===== config.mk =====
export PLATFORM = sky130hd
export DESIGN_NAME = bit_stuffer_flat
export DESIGN_NICKNAME = d
export VERILOG_FILES = /design/src/rtl/usb_pkg.sv /design/src/rtl/bit_stuffer_if.sv /design/src/rtl/bit_stuffer_ones_run_counter.sv /design/src/rtl/bit_stuffer.sv /design/src/flat_wrapper.sv
export SDC_FILE = /design/constraint.sdc
export NUM_CORES = 1
export LEC_CHECK = 0
export CORE_MARGIN = 3
export CORE_UTILIZATION = 43
export CTS_CLUSTER_DIAMETER = 80
export CTS_CLUSTER_SIZE = 30
export DETAILED_ROUTE_END_ITERATION = 7
export GPL_ROUTABILITY_DRIVEN = 0
export HOLD_SLACK_MARGIN = 0.1
export PLACE_DENSITY_LB_ADDON = 0.25
export REMOVE_ABC_BUFFERS = 1
export SLEW_MARGIN = 25
export SYNTH_ARGS = -nofsm -noshare
export SYNTH_HDL_FRONTEND = slang
export SYNTH_HIERARCHICAL = 1
export SYNTH_SLANG_ARGS = --single-unit

===== constraint.sdc =====
create_clock -name clk -period 1.9 [get_ports clk]
set_clock_uncertainty 0.1 [all_clocks]
set_input_delay 0.475 -clock clk [delete_from_list [all_inputs] [get_ports clk]]
set_output_delay 0.475 -clock clk [all_outputs]
set_load 0.005 [all_outputs]

===== src/rtl/usb_pkg.sv =====
// Types and constants shared by the USB bit-level stages (encoder, stuffer, NRZI).
package usb_pkg;

    typedef enum logic [1:0] {
        IDLE  = 2'd0,
        PASS  = 2'd1,
        STUFF = 2'd2
    } stuff_state_e;

    localparam int STUFF_RUN_DEF = 6;

endpackage


===== src/rtl/bit_stuffer_if.sv =====
// Serial bit stream into the stuffer and stuffed stream out toward NRZI.
interface bit_stuffer_if;
    logic       in_bit;
    logic       in_valid;
    logic       in_last;
    logic       in_ready;
    logic       out_bit;
    logic       out_valid;
    logic       out_last;
    logic [4:0] stuff_cnt;

    modport master (
        output in_bit, in_valid, in_last,
        input  in_ready, out_bit, out_valid, out_last, stuff_cnt
    );

    modport slave (
        input  in_bit, in_valid, in_last,
        output in_ready, out_bit, out_valid, out_last, stuff_cnt
    );
endinterface


===== src/rtl/bit_stuffer_ones_run_counter.sv =====
// Counts consecutive accepted 1s; run_hit flags the 1 that completes a run of RUN.
module ones_run_counter #(
    parameter int RUN = 6
) (
    input  logic clk,
    input  logic rst,
    input  logic en,
    input  logic clr,
    input  logic bit_in,
    output logic run_hit
);
    localparam int CW = (RUN > 1) ? $clog2(RUN) : 1;
    localparam logic [CW-1:0] LAST = CW'(RUN - 1);

    logic [CW-1:0] cnt;

    assign run_hit = en && bit_in && (cnt == LAST);

    // A completed run wraps to 0 so the bit after the stuffed 0 starts fresh.
    always_ff @(posedge clk) begin
        if (rst || clr)
            cnt <= '0;
        else if (en)
            cnt <= (bit_in && !run_hit) ? cnt + 1'b1 : '0;
    end
endmodule


===== src/rtl/bit_stuffer.sv =====
// Inserts a 0 after every STUFF_RUN consecutive 1s; one-cycle registered latency.
module bit_stuffer
    import usb_pkg::*;
#(
    parameter int STUFF_RUN = STUFF_RUN_DEF
) (
    input  logic          clk,
    input  logic          rst,
    bit_stuffer_if.slave  bs
);
    stuff_state_e state;
    logic         pending_last;
    logic         out_bit_q, out_valid_q, out_last_q;
    logic [4:0]   stuff_cnt_q;
    logic         accept, run_hit;

    assign bs.in_ready  = (state != STUFF);
    assign accept       = bs.in_valid && bs.in_ready;
    assign bs.out_bit   = out_bit_q;
    assign bs.out_valid = out_valid_q;
    assign bs.out_last  = out_last_q;
    assign bs.stuff_cnt = stuff_cnt_q;

    ones_run_counter #(.RUN(STUFF_RUN)) u_run (
        .clk     (clk),
        .rst     (rst),
        .en      (accept),
        .clr     (accept && bs.in_last),
        .bit_in  (bs.in_bit),
        .run_hit (run_hit)
    );

    always_ff @(posedge clk) begin
        if (rst) begin
            state        <= IDLE;
            pending_last <= 1'b0;
            out_bit_q    <= 1'b0;
            out_valid_q  <= 1'b0;
            out_last_q   <= 1'b0;
            stuff_cnt_q  <= '0;
        end else if (state == STUFF) begin
            out_bit_q    <= 1'b0;
            out_valid_q  <= 1'b1;
            out_last_q   <= pending_last;
            stuff_cnt_q  <= (stuff_cnt_q != 5'd31) ? stuff_cnt_q + 5'd1 : stuff_cnt_q;
            state        <= pending_last ? IDLE : PASS;
            pending_last <= 1'b0;
        end else if (accept) begin
            out_bit_q   <= bs.in_bit;
            out_valid_q <= 1'b1;
            if (state == IDLE)
                stuff_cnt_q <= '0;
            // A stuffing bit defers end-of-packet onto the inserted 0.
            if (run_hit) begin
                out_last_q   <= 1'b0;
                pending_last <= bs.in_last;
                state        <= STUFF;
            end else begin
                out_last_q <= bs.in_last;
                state      <= bs.in_last ? IDLE : PASS;
            end
        end else begin
            out_valid_q <= 1'b0;
            out_last_q  <= 1'b0;
        end
    end
endmodule


===== src/flat_wrapper.sv =====
// flat-port wrapper written by rule: the top's interface ports become plain ports
module bit_stuffer_flat import usb_pkg::*;
#(
    parameter int STUFF_RUN = STUFF_RUN_DEF
)
  (clk, rst, bs_in_bit, bs_in_valid, bs_in_last, bs_in_ready, bs_out_bit, bs_out_valid, bs_out_last, bs_stuff_cnt);
  bit_stuffer_if bs_i ();
  input  logic clk;
  input  logic rst;
  input wire logic [$bits(bs_i.in_bit)-1:0] bs_in_bit;
  input wire logic [$bits(bs_i.in_valid)-1:0] bs_in_valid;
  input wire logic [$bits(bs_i.in_last)-1:0] bs_in_last;
  output wire logic [$bits(bs_i.in_ready)-1:0] bs_in_ready;
  output wire logic [$bits(bs_i.out_bit)-1:0] bs_out_bit;
  output wire logic [$bits(bs_i.out_valid)-1:0] bs_out_valid;
  output wire logic [$bits(bs_i.out_last)-1:0] bs_out_last;
  output wire logic [$bits(bs_i.stuff_cnt)-1:0] bs_stuff_cnt;
  assign bs_i.in_bit = bs_in_bit;
  assign bs_i.in_valid = bs_in_valid;
  assign bs_i.in_last = bs_in_last;
  assign bs_in_ready = bs_i.in_ready;
  assign bs_out_bit = bs_i.out_bit;
  assign bs_out_valid = bs_i.out_valid;
  assign bs_out_last = bs_i.out_last;
  assign bs_stuff_cnt = bs_i.stuff_cnt;
  bit_stuffer #(.STUFF_RUN(STUFF_RUN)) u_core (.clk(clk), .rst(rst), .bs(bs_i));
endmodule

Word-level counts from Yosys, hierarchy flattened
Cells that the tools add are included.
- input port bits: 5
- output and inout bits: 9
- register bits after elaboration: 14
- logic and storage cells: 42
- eq/ne operators: 5
- reduce and logical (&&, ||, !) cells: 13
- add/sub/neg operators: 2
- multiplexer cells: 15
- operators by type and width (cell ; number):
    5-bit 2-to-1 mux ; 4
    1-bit 2-to-1 mux ; 7
    2-bit 2-to-1 mux ; 3
    5-bit by 1-bit adder with 5-bit output, second input constant ; 1
    1-bit logical AND ; 5
    5-bit != test, second input constant ; 1
    2-bit != test, second input constant ; 2
    2-bit nonzero test ; 2
    3-bit by 1-bit adder with 3-bit output, second input constant ; 1
    3-bit == test, second input constant ; 1
    3-bit 2-to-1 mux ; 1
    3-bit AND reduction ; 1
    2-bit == test, second input constant ; 1
    2-bit zero test ; 1
    2-bit AND reduction ; 1
    2-bit OR reduction ; 1
    1-bit zero test ; 1
    1-bit logical OR ; 1

Longest topological paths before layout
Gate-level depths: netlist (run 1).
- depth after elaboration: 7
- mapped depth: 8
- mapped depth without buffers: 7

By module
The synthesis (run 1) kept the hierarchy.
- modules (own cells, without submodules) (module ; area each (um2) ; cells each ; times used):
    bit_stuffer ; 523.0 ; 59 ; 1
    ones_run_counter ; 162.7 ; 16 ; 1

Least setup slack after synthesis (run 1)
OpenSTA, ideal clock, no wires.
- path kind: reg-to-reg
- start point: reg u_core.stuff_cnt_q[0] (netlist: u_core/bs.stuff_cnt[0])
- end point: reg u_core.stuff_cnt_q[3] (netlist: u_core/bs.stuff_cnt[3])
- data required time: 1.714 ns
- setup slack: -0.042 ns
- setup time: 0.086 ns
- stages on the path, launching flop included: 7
- arrival: 1.756 ns
- path through: dfxtp_1 -> ha_1 -> and3_1 -> ha_1 -> and2_1 -> or4_1 -> a211oi_1
- longest elaborated chain between the ends: 3
- elaborated cells between the ends (all ways): 6
- RTL lines (item ; RTL line ; text):
    from (decl) ; bit_stuffer.sv:14 ; logic [4:0] stuff_cnt_q;
    from (signal assigned) ; bit_stuffer.sv:45 ; stuff_cnt_q <= (stuff_cnt_q != 5'd31) ? stuff_cnt_q + 5'd1 : stuff_cnt_q;
    5-bit by 1-bit adder with 5-bit output or 5-bit != test (tied branches) ; bit_stuffer.sv:45 ;
    5-bit 2-to-1 mux or 2-bit != test (tied branches) ; - ;
    5-bit 2-to-1 mux or 3-bit AND reduction (tied branches) ; - ;
Several ways; a longest one is shown, not always the timed one. The select of a mux whose other input is x is not followed.
A chain may end at the register's enable or synchronous reset.

Final worst setup path (run 1)
Ends and elaborated chain as after synthesis.

==> run summary, run 1 <==
CTS sink cnt - 14
Worst Hold Endpoint - u_core/bs.out_last
GRT Total Usage - 17.7%
Status - completed
Hold path depth - 2
Synth top area share - 40.9%
Reg2reg setup slack - 60 ps
Distinct cells, synth - 35
Max Freq - 0.542 GHz
Filler Cell Count - 124
Area Overhead vs Synth - 41.6%
Critical path endpoint category - flip-flop
Detailed-route via count - 629
Post-Syn Area - 686 um2
Min-delay src - u_core/pending_last
Cell taking the most area after synthesis - dfxtp_1
Fin. max-slew vios - 0
# IOs - 14
End of the worst register-to-register path - u_core/bs.stuff_cnt[3]
Syn. warnings - 6
Synth async-reset ratio - 0%
Post-synth EDFFs - 0
Clk buf depth - 2
Die width - 45.9 um
Clock Tree Root - clkbuf_4
Post-synth top flop - dfxtp_1
Worst Path Arrival - 1920 ps
CP Launch Type - flip-flop
Count leader, synth - dfxtp_1
DR DRC count - 0
First-pass GRT wire length - 2670 um
Routed Antenna Nets - 0
R2R depth - 7
Number of global-route vias before repair - 603
WS Path Type - flip-flop to flip-flop
CP max FO - 4
Main area contributors after synthesis - dfxtp_1 (41%), ha_1 (7.3%), nor2_1 (3.8%)
RR Startpoint - u_core/bs.stuff_cnt[0]
DRT iter0 DRCs - 8
Clk Latency, worst-skew pair - 280 ps
DRT Pass-1 Iters - 4
Worst Tran Pin Value - 343 ps
Post-DP HPWL - 1090 um
Initial antenna violation count - 0
Post-layout min period - 1840 ps
# H-tree levels - 1
Port Buffers - 13
Overall power - 0.630 mW
Max-cap violations - 0
Final setup viols - 0
Die area - 2110 um2
Drt wl/cell - 13.0 um
Worst-path clk slew - 90 ps
Commonest cells post-synth - dfxtp_1 (14), nor2_1 (7), a21oi_1 (5)
Mapped Cells - 75
Chip height - 45.9 um
Initial Utilization - 49.0%
Drt via density - 5.42
Total Negative Setup Slacks - 0 ps
Gr ovfl total - 0
Critical Path RT - 1970 ps
Post-synthesis sequential area ratio - 40.9%
Largest net degree at the start of global routing - 10
Rows - 13
CTS Hold Bufs - 0
Mapped Avg Cell Area - 9.14 um2
Multi-input logic area - 405 um2
Final Hold Violating Endpoints - 0
Leak - 0.393 nW
Number of synthesized register bits - 14
Fin worst setup slack - 55.7 ps
Rel. slew slack - 77.1%
Layout cells sized above 1 - 23.8%
CTS tree - yes
Pre-CTS setup slack - -81.2 ps
Diodes inserted - 0
PD cells - 649 nW/um2
Final hold slack - 375 ps
Final WL - 1510 um
Worst min path class - flip-flop to flip-flop
Core Box Area - 1400 um2
Fin crit share - 97.1%
CTS buffer count - 3
Worst vdd ir - 0.000398 V
Sequential cell area - 280 um2
RSZ-0062 raised after global routing - no
Nets - 111
==> how the worst max path moves through the flow <==
stage / start / endpoint / slack (ps) / depth (start not counted)
finish: u_core/bs.stuff_cnt[0] / u_core/bs.stuff_cnt[3] / 60 / 7
global placement: bs_in_valid / u_core/bs.stuff_cnt[3] / -40 / 4
detailed placement: bs_in_valid / u_core/bs.stuff_cnt[3] / -80 / 4
global route: u_core/bs.stuff_cnt[1] / bs_stuff_cnt[1] / 20 / 2
CTS: u_core/bs.stuff_cnt[0] / u_core/bs.stuff_cnt[2] / 2 / 7
floorplan: u_core/bs.stuff_cnt[0] / u_core/bs.stuff_cnt[3] / -40 / 6
==> routing by layer <==
layer	global-route usage, %	up-vias	part of all wire, %
li1	-	324	-
met1	24.6	294	51
met2	24.5	9	44
met3	5.14	2	4.0
met4	8.52	0	0.86
met5	0	-	0
==> layout by cell type, fill, tap and decap left out, types with 2 or more instances in the layout <==
cell type,n
nor2_1,7
and2_1,2
inv_1,2
dfxtp_1,14
nand2_1,3
mux2i_1,2
ha_1,4
and3_1,2
nor3_1,4
buf_4,12
a32oi_1,2
a21oi_1,5
clkdlybuf4s50_1,12
o21ai_0,3
clkbuf_4,3
a211oi_2,2
==> critical path, cell delays in order, from the launching register on <==
cell,delay [ps]
dfxtp_1,320
ha_1,210
and3_1,180
ha_1,180
and2_1,170
buf_4,150
o31ai_1,300
a211oi_2,110
==> cell type report <==
type                            instances  share of cell area, %
Sequential cell                        14                   28.9
Multi-Input combinational cell         55                   41.8
Inverter                                3                   1.16
Timing Repair Buffer                   25                   22.6
Clock buffer                            4                   3.74
Tap cell                               15                   1.93
==> where the power goes <==
group | internal, mW | switching (mW)
clock network | 0.117 | 0.102
registers | 0.304 | 0.00617
logic | 0.0530 | 0.0477
total | 0.474 | 0.156
==> metrics by stage <==
step	cells	utilization (%)	cell area (um2)
finish	116	69.4	971
global route	116	69.4	971
CTS	116	68.1	952
detailed placement	112	65.0	910
global placement	112	65.0	910
floorplan	72	-	671
==> repair_timing <==
item	in CTS	in global routing
endpoints found under the setup margin	2	2
pin swaps	1	1
buffers inserted	0	0
resized for setup	3	3
endpoints found under the hold margin	0	0
==> sequential cells by signal (all words and copies together), names as in the netlist <==
signal,count
u_core/u_run/cnt,3
u_core/bs.stuff_cnt,5
u_core/state,2
u_core/pending_last,1
u_core/bs.out_bit,1
u_core/bs.out_last,1
u_core/bs.out_valid,1
==> cell families after synthesis <==
kind of cell,Yosys count,share of synthesized area [%]
flip-flops,14,40.9
AO/OA/AOI/OAI,17,17.5
adder cells (fa/ha/maj),4,7.30
buffers and inverters,6,3.83
AND/OR/NAND/NOR,30,25.0
multiplexers,2,2.92
XOR/XNOR,2,2.56
Note: power is estimated with default switching activity, not from simulation.
==> run 2: changes to the inputs <==
--- a/config.mk
+++ b/config.mk
@@ -12,6 +12,7 @@
 export DETAILED_ROUTE_END_ITERATION = 7
 export GPL_ROUTABILITY_DRIVEN = 0
 export HOLD_SLACK_MARGIN = 0.1
+export MAX_ROUTING_LAYER = met4
 export PLACE_DENSITY_LB_ADDON = 0.25
 export REMOVE_ABC_BUFFERS = 1
 export SLEW_MARGIN = 25
==> run 2 against run 1 <==
First-iteration DRC count did not move. Global-route usage rose by 0.26 points. Total power barely moved. Worst setup slack barely moved. Largest cell class unchanged.
==> run summary, run 2 (synthesized netlist as in run 1, its figures left out) <==
Final setup viols - 0 (unchanged)
Filler Cell Count - 124 (unchanged)
Die area - 2110 um2 (unchanged)
Clock Tree Root - clkbuf_4
Drt via density - 5.42 (unchanged)
Clk buf depth - 2 (unchanged)
Leak - 0.393 nW (unchanged)
DRT Pass-1 Iters - 4 (unchanged)
Max-cap violations - 0 (unchanged)
Most frequent cells in the layout - dfxtp_1 (14), clkdlybuf4s50_1 (12), buf_4 (12)
Worst Path Arrival - 1920 ps (about the same)
Final hold slack - 375 ps (-0.00100 ps)
RSZ-0062 raised after global routing - no
WS Path Type - flip-flop to flip-flop
CP max FO - 4 (unchanged)
Rel. slew slack - 77.1% (about the same)
Layout cells sized above 1 - 23.8% (unchanged)
First-pass GRT wire length - 2660 um (-0.52%)
Critical path endpoint category - flip-flop
CTS tree - yes
DR DRC count - 0 (unchanged)
Die width - 45.9 um (unchanged)
Worst Tran Pin Value - 343 ps (-0.000238 ps)
Detailed-route via count - 629 (unchanged)
Clk Latency, worst-skew pair - 280 ps (about the same)
Fin. max-slew vios - 0 (unchanged)
CTS buffer count - 3 (unchanged)
CP Launch Type - flip-flop
Post-DP HPWL - 1090 um (unchanged)
CTS sink cnt - 14 (unchanged)
Area Overhead vs Synth - 41.6% (unchanged)
GRT Total Usage - 17.9% (+0.26 points)
Overall power - 0.630 mW (about the same)
Max Freq - 0.542 GHz (about the same)
Commonest non-fill, non-tap cell in the layout - dfxtp_1
Worst vdd ir - 0.000398 V (about the same)
Core Box Area - 1400 um2 (unchanged)
Number of global-route vias before repair - 606 (+0.50%)
Largest net degree at the start of global routing - 10 (unchanged)
Diodes inserted - 0 (unchanged)
Fin crit share - 97.1% (about the same)
CP max stage delay - 320 ps (about the same)
Routed Antenna Nets - 0 (unchanged)
Final WL - 1510 um (unchanged)
Final Hold Violating Endpoints - 0 (unchanged)
Slowest cell on crit path - dfxtp_1
Status - completed
WP buf/inv - 1 (unchanged)
Final std cells w/o fill - 116 (unchanged)
# IOs - 14 (unchanged)
Gr ovfl total - 0 (unchanged)
Drt wl/cell - 13.0 um (unchanged)
Max reg flops - 5 (unchanged)
Port Buffers - 13 (unchanged)
Placed inst area - 910 um2 (unchanged)
Worst min path class - flip-flop to flip-flop
Chip height - 45.9 um (unchanged)
Rows - 13 (unchanged)
Placed instance count - 112 (unchanged)
DRT iter0 DRCs - 8 (unchanged)
Design area - 971 um2 (unchanged)
Nets - 111 (unchanged)
Post-layout min period - 1840 ps (+0.0356 ps)
Worst-path clk slew - 90 ps (about the same)
Initial Utilization - 49.0% (unchanged)
PD cells - 649 nW/um2 (about the same)
Largest delay share family, worst path - compound AO/OA/AOI/OAI gates
Critical-path cell list - ha_1 > and3_1 > ha_1 > and2_1 > buf_4 > o31ai_1 > a211oi_2
Critical Path RT - 1970 ps (about the same)
# H-tree levels - 1 (unchanged)
Most numerous cell on the critical path - ha_1
Initial antenna violation count - 0 (unchanged)
==> run 2: cell counts in the layout (fill, tap and decap cells not counted) <==
Identical to the previous run, type by type.
==> run 2: final timing paths <==
| kind | start | end | slack, ps | cells after the start |
|---|---|---|---|---|
| min reg2reg | u_core/pending_last | u_core/bs.out_last | 380 | 2 |
| max | u_core/bs.stuff_cnt[0] | u_core/bs.stuff_cnt[3] | 60 | 7 |
| min | u_core/pending_last | u_core/bs.out_last | 380 | 2 |
| max reg2reg | u_core/bs.stuff_cnt[0] | u_core/bs.stuff_cnt[3] | 60 | 7 |
==> run 2: layout make-up <==
cell class / instances / area (um2) / area share [%]
Multi-Input combinational cell: 55 / 405 / 41.8
Sequential cell: 14 / 280 / 28.9
Timing Repair Buffer: 25 / 219 / 22.6
Clock buffer: 4 / 36.3 / 3.74
Tap cell: 15 / 18.8 / 1.93
Inverter: 3 / 11.3 / 1.16
==> run 2: timing repair <==
item,4_1_cts,5_1_grt
setup endpoints to repair,2,2
gates resized for setup,3,3
endpoints found under the hold margin,0,0
buffers inserted,0,0
hold buffers,0,0
pin swaps,1,1
==> run 2: through the flow <==
step / TNS (ps) / utilization, % / setup WS, ps
6_report: 0 / 69.4 / 55.7
5_1_grt: 0 / 69.4 / 22.0
4_1_cts: 0 / 68.1 / 2.17
3_5_place_dp: -133 / 65.0 / -81.2
3_3_place_gp: -37.6 / 65.0 / -37.6
2_1_floorplan: -41.6 / - / -41.6
==> run 2: power by group <==
group,total (mW),switching (mW),internal [mW]
registers,0.311,0.00617,0.304
clock network,0.218,0.102,0.117
logic,0.101,0.0477,0.0530
==> run 2: per-layer routing <==
metal	up-vias	GRT usage [%]	share of wire, %
met5	-	-	0
met4	0	8.52	0.86
met3	2	3.95	4.0
met2	9	24.5	44
met1	294	24.6	51
li1	324	-	-
==> run 2: worst reg2reg max path, cell delays in order, from the launching register on <==
cell      delay [ps]
dfxtp_1          320
ha_1             210
and3_1           180
ha_1             180
and2_1           170
buf_4            150
o31ai_1          300
a211oi_2         110
==> variant (config.mk and constraints of run 1) <==
The 3 states of `stuff_state_e` get a one-hot encoding in 3 bits.
--- a/src/rtl/usb_pkg.sv
+++ b/src/rtl/usb_pkg.sv
@@ -1,10 +1,10 @@
 // Types and constants shared by the USB bit-level stages (encoder, stuffer, NRZI).
 package usb_pkg;
 
-    typedef enum logic [1:0] {
-        IDLE  = 2'd0,
-        PASS  = 2'd1,
-        STUFF = 2'd2
+    typedef enum logic [2:0] {
+        IDLE  = 3'b001,
+        PASS  = 3'b010,
+        STUFF = 3'b100
     } stuff_state_e;
 
     localparam int STUFF_RUN_DEF = 6;
Formal check against the unedited RTL: no difference found for any inputs over 10 cycles, from zero or initial values and one cycle with rst high; not proved beyond that.
==> variant against run 1 <==
- utilization up 0.81 points
- maximum frequency down 2.9%
- die area up 5.5%
- critical endpoint unchanged
- the flow now finishes with violations (negative setup slack)
- sequential cell count up 1
- wire length up 13%
- first-iteration DRC count up 88%
- final area up 13%
- final cell count up 12%
- setup slack worse by 0.056 ns
- largest power group unchanged
- synthesized cell count up 5.3%
- synthesized area up 6.4%
- power down 7.0%
==> variant: results (changes against run 1) <==
synth_common_cells: "dfxtp_1, a21oi_1, nand2_1"
cts.repair_timing.setup_buffer_count: 1  # +1
place_ws_ns: -0.203  # -0.121 ns
gr-usage-all-layers_pct: 18.2  # +0.57 points
crit_start: "u_core/bs.stuff_cnt[1]"
seq_area_frac_synth_pct: 41.2  # +0.29 points
multiInputGateArea_sq_um: 449  # +11%
buf_share_pct: 25.5  # +2.9 points
non_clock_inverter_count: 4  # +1
outcome: "finished, violations left"
regArea_sq_um: 305  # +8.9%
setup_violations: 1  # +1
failed_checks: "negative setup slack"
vias: 735  # +17%
grt_pass1_vias: 683  # +13%
drive_above_1_share_pct: 30.7  # +6.9 points
timing_worst_slew_pin_value_ns: 0.291  # -0.0521 ns
wl_per_cell_microns: 13.1  # +0.86%
stdcell_count: 130  # +12%
crit_fanout: 2  # -2
ctsResizeCount: 12  # +9
synthAdderAreaFrac_pct: 6.86  # -0.44 points
synth_area_leaders: "dfxtp_1, ha_1, a21oi_1"
design.seq.count: 15  # +1
drt_iter0_markers: 15  # +7
synth-compound-area-share_pct: 14.4  # -3.1 points
worst_slack_ns: -0.000285  # -0.0560 ns
fin_setup_tns_ns: -0.000285  # -0.000285 ns
## variant: cell count changes after synthesis, sizes merged, moves of 3 or more
cell   delta
nand2     +4
nand3     +3
nor2      -3
o21ai     -3
## variant: worst paths after layout
check                            to  slack, ns  depth (start not counted)
max          u_core/bs.stuff_cnt[3]    -0.0003                          6
min                 u_core/state[0]       0.42                          2
max reg2reg  u_core/bs.stuff_cnt[3]    -0.0003                          6
min reg2reg         u_core/state[0]       0.42                          2
## variant: routing by layer
layer	routed length (microns)	GRT usage, %
met2	843	32.8
met5	0	0
met3	124	3.07
met4	16	9.94
met1	725	20.1
## variant: where the power goes
group	total (mW)	switching, mW	internal [mW]
Clock	0.181	0.0998	0.0814
Sequential	0.328	0.00581	0.323
Combinational	0.0762	0.0331	0.0431
Total	0.586	0.139	0.447
## variant: critical path: stages, from the launching register on
cell and delay [ns]:
dfxtp_2 0.34, ha_4 0.16, and3_4 0.15, ha_4 0.15, or4b_4 0.48, a22o_1 0.22, a32o_1 0.20
